$ cat config.mk
export PLATFORM = sky130hd
export DESIGN_NAME = select_button_conditioner
export DESIGN_NICKNAME = d
export VERILOG_FILES = /design/src/rtl/select_button_conditioner.sv
export SDC_FILE = /design/constraint.sdc
export NUM_CORES = 1
export LEC_CHECK = 0
export BUFFER_PORTS_ARGS = -buffer_cell sky130_fd_sc_hd__buf_2
export CORE_ASPECT_RATIO = 0.75
export CORE_MARGIN = 2
export CORE_UTILIZATION = 45
export CTS_BUF_LIST = sky130_fd_sc_hd__clkbuf_4 sky130_fd_sc_hd__clkbuf_8 sky130_fd_sc_hd__clkbuf_16
export DETAILED_ROUTE_END_ITERATION = 16
export PLACE_DENSITY = 0.62
export SLEW_MARGIN = 20
export SYNTH_ARGS = -nofsm -noshare
export SYNTH_HDL_FRONTEND = slang
export SYNTH_SLANG_ARGS = --single-unit
$ cat constraint.sdc
create_clock -name clock -period 2.31 [get_ports clock]
set_clock_uncertainty 0.2 [all_clocks]
set_input_delay 0.462 -clock clock [delete_from_list [all_inputs] [get_ports clock]]
set_output_delay 0.462 -clock clock [all_outputs]
set_load 0.03 [all_outputs]
$ cat src/rtl/select_button_conditioner.sv
// Conditions three raw pushbuttons into one-clock select command pulses:
// sync -> debounce -> rising-edge one-shot -> registered priority encoder.
// Optional build macro AUTO_REPEAT_EN adds auto-repeat for next/prev.
module select_button_conditioner #(
    parameter int DEBOUNCE_CYCLES = 500000,
    parameter int CNT_WIDTH       = 20,
    parameter int REPEAT_CYCLES   = 25000000,
    parameter int RPT_WIDTH       = 25
) (
    input  logic       clock,
    input  logic       reset,
    input  logic       btn_next,
    input  logic       btn_prev,
    input  logic       btn_off,
    output logic [1:0] select,
    output logic [2:0] btn_level
);

    localparam logic [CNT_WIDTH-1:0] CNT_LAST = CNT_WIDTH'(DEBOUNCE_CYCLES - 1);

    // Bit order everywhere: [0] next, [1] prev, [2] off.
    logic [2:0]           raw;
    logic [2:0]           sync1;
    logic [2:0]           sync2;
    logic [2:0]           level;
    logic [2:0]           level_d;
    logic [2:0]           event_press;
    logic [2:0]           event_all;
    logic [CNT_WIDTH-1:0] cnt [3];

    assign raw = {btn_off, btn_prev, btn_next};

    // NOTE: all state uses non-blocking assignments so every flop samples pre-edge values.
    always_ff @(posedge clock or posedge reset) begin
        if (reset) begin
            sync1 <= '0;
            sync2 <= '0;
        end else begin
            sync1 <= raw;
            sync2 <= sync1;
        end
    end

    // The level flips only after DEBOUNCE_CYCLES consecutive disagreeing samples.
    always_ff @(posedge clock or posedge reset) begin
        if (reset) begin
            level <= '0;
            for (int b = 0; b < 3; b++) begin
                cnt[b] <= '0;
            end
        end else begin
            for (int b = 0; b < 3; b++) begin
                if (sync2[b] == level[b]) begin
                    cnt[b] <= '0;
                end else if (cnt[b] == CNT_LAST) begin
                    level[b] <= ~level[b];
                    cnt[b]   <= '0;
                end else begin
                    cnt[b] <= cnt[b] + CNT_WIDTH'(1);
                end
            end
        end
    end

    assign event_press = level & ~level_d;

`ifdef AUTO_REPEAT_EN
    localparam logic [RPT_WIDTH-1:0] RPT_LAST = RPT_WIDTH'(REPEAT_CYCLES - 1);

    logic [RPT_WIDTH-1:0] rpt_cnt [2];
    logic [1:0]           event_rpt;

    assign event_rpt = {level[1] && (rpt_cnt[1] == RPT_LAST),
                        level[0] && (rpt_cnt[0] == RPT_LAST)};
    assign event_all = event_press | {1'b0, event_rpt};

    // Any own event, won or lost, restarts the repeat period.
    always_ff @(posedge clock or posedge reset) begin
        if (reset) begin
            rpt_cnt[0] <= '0;
            rpt_cnt[1] <= '0;
        end else begin
            for (int b = 0; b < 2; b++) begin
                if (!level[b] || event_all[b]) begin
                    rpt_cnt[b] <= '0;
                end else begin
                    rpt_cnt[b] <= rpt_cnt[b] + RPT_WIDTH'(1);
                end
            end
        end
    end
`else
    assign event_all = event_press;
`endif

    always_ff @(posedge clock or posedge reset) begin
        if (reset) begin
            level_d <= '0;
            select  <= 2'b00;
        end else begin
            level_d <= level;
            if (event_all[2]) begin
                select <= 2'b11;
            end else if (event_all[1]) begin
                select <= 2'b01;
            end else if (event_all[0]) begin
                select <= 2'b10;
            end else begin
                select <= 2'b00;
            end
        end
    end

    assign btn_level = level;

endmodule
# Yosys cells after proc, flatten, opt, wreduce, memory -nomap -nowiden
# Cells that the tools add are included.
[word_totals] reg_bits=74 latchBits=0 ram_bits=0 rom_bits=0 input_bits=5 out_inout_bits=5 wordCells=39 mem_count=0
[classes] addsub=3 n_mul=0 div_mod_pow=0 order_cmp=0 n_eq_ne=6 n_shift=0 muxes=9 n_bitwise=8 n_reduce_logical=3
[op_table] operator="20-bit two-way mux" n=6
[op_table] operator="20-bit by 1-bit adder with 20-bit output, second input constant" n=3
[op_table] operator="20-bit by 19-bit equality test with 1-bit output, second input constant" n=3
[op_table] operator="2-bit two-way mux" n=3
[op_table] operator="1-bit NOT" n=6
[op_table] operator="2-bit AND reduction" n=3
[op_table] operator="3-bit AND" n=1
[op_table] operator="1-bit equality test" n=3
[op_table] operator="3-bit NOT" n=1

# Depth between registers and ports, before layout
[logic_depth] depth_word=5 depth_mapped=6 ltp_nobuf=5

# Worst setup path before layout
# OpenSTA, ideal clock, no wires.
[synth_timing] kind="flip-flop to flip-flop" startpoint="reg cnt[0] (netlist name)" endpoint="reg level[2], in the netlist btn_level[2]" setup_time_ps=125 arrival_ps=1757 required_time_ps=1985 setup_slack_ps=228 path_stages_with_launch=6 path_buffers=0 synth_period_minus_slack_ps=2082 cell_sequence="dfrtp_1 -> ha_1 -> nand4_1 -> or4_4 -> nor2_1 -> mux2_2"
[synth_via] elab_chain_len=2
[synth_rtl] item="start: declaration" line_no="29" text="logic [CNT_WIDTH-1:0] cnt [3];"
[synth_rtl] item="start signal: indexed assignment" line_no="59" text="cnt[b] <= cnt[b] + CNT_WIDTH'(1);"
[synth_rtl] item="20-bit by 19-bit equality test with 1-bit output" line_no="55" text="end else if (cnt[b] == CNT_LAST) begin"
[synth_rtl] item="2-bit AND reduction (no source line)"
[synth_rtl] item="end signal: indexed assignment" line_no="56" text="level[b] <= ~level[b];"
[synth_rtl] item="end: declaration" line_no="25" text="logic [2:0] level;"
# Every way passes these cells.
# A chain may end at the register's enable or synchronous reset.

# Worst setup path after layout
[layout_timing] startpoint="reg cnt[5] (netlist name)" endpoint="reg level[2], in the netlist btn_level[2]"
# Same word-level chain as after synthesis.

==> impl_metrics.csv <==
group,metric,value,unit
outcome,status,"finished clean",
pwr,clkPwrFrac,43.5,%
worst_setup_path,start_kind,"register",
pwr,cellLeakagePower,1.599,nW
synthesis,synth_warnings,0,
timing,maxSlewViolCount,0,
cts,htreeDepth,3,
final_layout,fin_area,4006,sq um
final_layout,drive_gt1_share,12.86,%
synthesis,syn_inst,347,
pwr,p_seq_share,52.8,%
worst_hold_path,holdCritStartpoint,"sync1[0]",
timing,fin_ws,167.8,ps
worst_setup_path,path_class,"register to register",
place,place_area,3749,sq um
synthesis,avgSynthCellArea,10.11,sq um
cts,root_buffer,"clkbuf_8",
place,gp_congestion,0.8439,
worst_setup_path,required,2360,ps
timing,rsz0062_at_grt,"no",
cts,cts_buffers,9,
synthesis,synth_flop_cell,"dfrtp_1",
timing,period_needed,2142,ps
worst_setup_path,cpMaxStageDelayCell,"or4_4",
drt,firstDrtPassIters,4,
timing,worstMarginPinSlew,476.2,ps
worst_setup_path,crit_start,"cnt[5]",
timing,maxSlewHeadroom,67.99,%
synthesis,synthDistinctLibCells,34,
worst_setup_path,cp-endpoint,"btn_level[2]",
worst_setup_path,critical_path_depth,4,
pwr,vdd_drop_max,0.0005505,V
worst_setup_path,timing.rr.start,"cnt[5]",
synthesis,synthArstFlopShare,100.0,%
pwr,p_per_area,630.3,nW/um^2
drt,detail_route.wl_per_cell,13.79,um
worst_setup_path,critPathBufInv,0,
place,port_buffers,9,
cts,clk_pin_slew,80,ps
floorplanning,io_pins,10,
timing,setup-tns-final,0,ps
cts,cts_tree,"built",
run,cap_violations,0,
floorplanning,die_h,80.46,um
final_layout,nNetsFinal,384,
final_layout,antenna_cells_inserted,0,
drt,route.detailed.drc,0,
worst_setup_path,cpLargestDelayFamily,"simple AND/OR/NAND/NOR gates",
timing,setup_viol,0,
pwr,pwr-share-comb,3.7,%
grt,overflow,0,
floorplanning,die-area,8523,sq um
worst_setup_path,rr_endpoint,"btn_level[2]",
synthesis,ys_ff_latch,74,
timing,finalHoldViolCount,0,
cts,clkLatencyLatePin,360,ps
synthesis,synth_area,3507,sq um
worst_setup_path,cp-end-kind,"register",
pwr,power.net_switching,0.0005736,W
floorplanning,fp-row-count,27,
grt,first_global_vias,2427,
synthesis,syn_nets,355,
place,place_hpwl,4.464,mm
drt,vias,2550,
worst_setup_path,r2r_slack,170,ps
worst_setup_path,crit_chain,"or3_1 -> or4_4 -> nor2_1 -> mux2_2",
worst_setup_path,critPathArrivalTime,2190,ps
worst_setup_path,crit_fanout,6,
drt,drtIter0Drc,158,
floorplanning,die_w,105.9,um
grt,track_usage,17.42,%
grt,grt_first_pass_wirelength,11.36,mm
grt,antenna_found_initial,0,
synthesis,yosys.area.top_type,"dfrtp_1",
worst_setup_path,crit_path_max_incr_delay,550,ps
timing,hold-worst-slack,150.8,ps
synthesis,synth_top_area_share,52.80,%
place,place_ws,170.0,ps
final_layout,synthToLayoutAreaGrowth,14.23,%
pwr,intPower,0.001952,W
drt,vias_per_cell,5.290,
cts,post-cts-setup-buffers,0,
synthesis,yosysSeqAreaShare,52.80,%
pwr,switching_share,22.72,%
cts,cts_buffer_depth,2,
synthesis,synth_edf_count,0,
timing,period_share,92.74,%
floorplanning,initial_core_util,47.19,%
worst_setup_path,reg2reg_depth,4,
grt,grt_max_degree,65,
cts,cts.sinks,74,
floorplanning,core-area,7432,sq um
worst_hold_path,hp-class,"register to register",
drt,wl,6.645,mm
drt,ant_nets,0,
synthesis,synth.area.top_cells,"dfrtp_1 (53%), xnor2_1 (9.2%), nor2_1 (6.7%)",
timing,fmax,466.8,MHz
## kinds of logic after synthesis
| kind of cell | count (synthesis) | share of synthesized area, % |
|---|---|---|
| xor gates and xnor gates | 49 | 12.24 |
| adders and majority gates | 3 | 1.070 |
| buffers and inverters | 20 | 2.426 |
| DFF | 74 | 52.80 |
| and+or+nand+nor | 175 | 25.90 |
| AOI/OAI and AO/OA | 19 | 3.461 |
| muxes | 7 | 2.105 |
## final cells by class
cell class / instances / area (sq um)
multi-input cells: 253 / 1570
fillers: 669 / 3426
flip-flops and latches: 74 / 1852
inverters: 13 / 52.55
repair buffers: 25 / 187.7
clock inverters: 7 / 93.84
well taps: 101 / 126.4
clock buffers: 9 / 123.9
## through the flow
step	util [%]	total power, W	cells
floorplan	-	0.001415	347
global placement	50.44	0.001447	462
detailed placement	50.44	0.001448	462
CTS	53.91	0.002568	482
global route	53.91	0.002633	482
finish	53.91	0.002525	482
## worst register-to-register path: cells and delay by family, from the launching register on
kind / cells / cell delay [ps]
DFF: 1 / 440
muxes: 1 / 340
and+or+nand+nor: 3 / 1060
## sequential cells by signal, summed over array words and instances (netlist names)
register   cells
cnt           60
btn_level      3
level_d        3
sync1          3
sync2          3
select         2
## cells in the final DEF (no fill, tap or decap), types with 8 or more instances in the layout
cell,instances
dfrtp_1,74
nor2_1,63
xnor2_1,37
nand3_1,21
nand4_1,19
nand2_1,17
nor3_1,16
nor4_1,13
xor2_1,12
inv_1,12
buf_4,11
clkbuf_8,9
buf_2,9
a21oi_1,8
## power groups by stage
stage | Combinational, W | Clock, W | Sequential (W)
after floorplan | 0.0000626 | 0 | 0.00135
after global placement | 0.0000896 | 0 | 0.00136
after detailed placement | 0.0000903 | 0 | 0.00136
after CTS | 0.0000960 | 0.00114 | 0.00133
after global routing | 0.000107 | 0.00119 | 0.00134
final | 0.0000925 | 0.00110 | 0.00133
## layer usage
metal | vias to the layer above | GRT usage [%] | wire length, um | share of wire (%)
li1 | 1270 | - | - | -
met1 | 1231 | 24.71 | 3519 | 53
met2 | 39 | 24.52 | 2735 | 41
met3 | 10 | 6.737 | 299 | 4.5
met4 | 0 | 5.395 | 91 | 1.4
met5 | - | 0 | 0 | 0
## cell usage after synthesis, types with 2 or more instances
| cell type | instances |
|---|---|
| dfrtp_1 | 74 |
| nor2_1 | 63 |
| xnor2_1 | 37 |
| nand3_1 | 21 |
| nand4_1 | 19 |
| nand2_1 | 17 |
| nor3_1 | 16 |
| inv_1 | 13 |
| nor4_1 | 13 |
| xor2_1 | 12 |
| a21oi_1 | 8 |
| and4_1 | 5 |
| or3_1 | 5 |
| clkbuf_1 | 4 |
| mux2i_1 | 4 |
| o21ai_0 | 4 |
| or4_1 | 4 |
| ha_1 | 3 |
| mux2_2 | 3 |
| nand2b_1 | 3 |
| a31o_2 | 2 |
| nand4_2 | 2 |
| nor4_2 | 2 |
| o21ai_1 | 2 |
| o31ai_1 | 2 |
## repair_timing
| item | 4_1_cts | 5_1_grt |
|---|---|---|
| hold buffers | 4 | 0 |
| hold endpoints to repair | 13 | 0 |
| resized for setup | 0 | 0 |
## how the worst min path moves through the flow
stage,to,slack [ps],depth (start not counted)
floorplan,sync2[0],130,0
global placement,sync2[0],130,0
detailed placement,sync2[0],140,0
CTS,sync2[0],150,0
global route,sync2[0],160,0
finish,sync2[0],150,0
(Power assumes the default switching activity.)
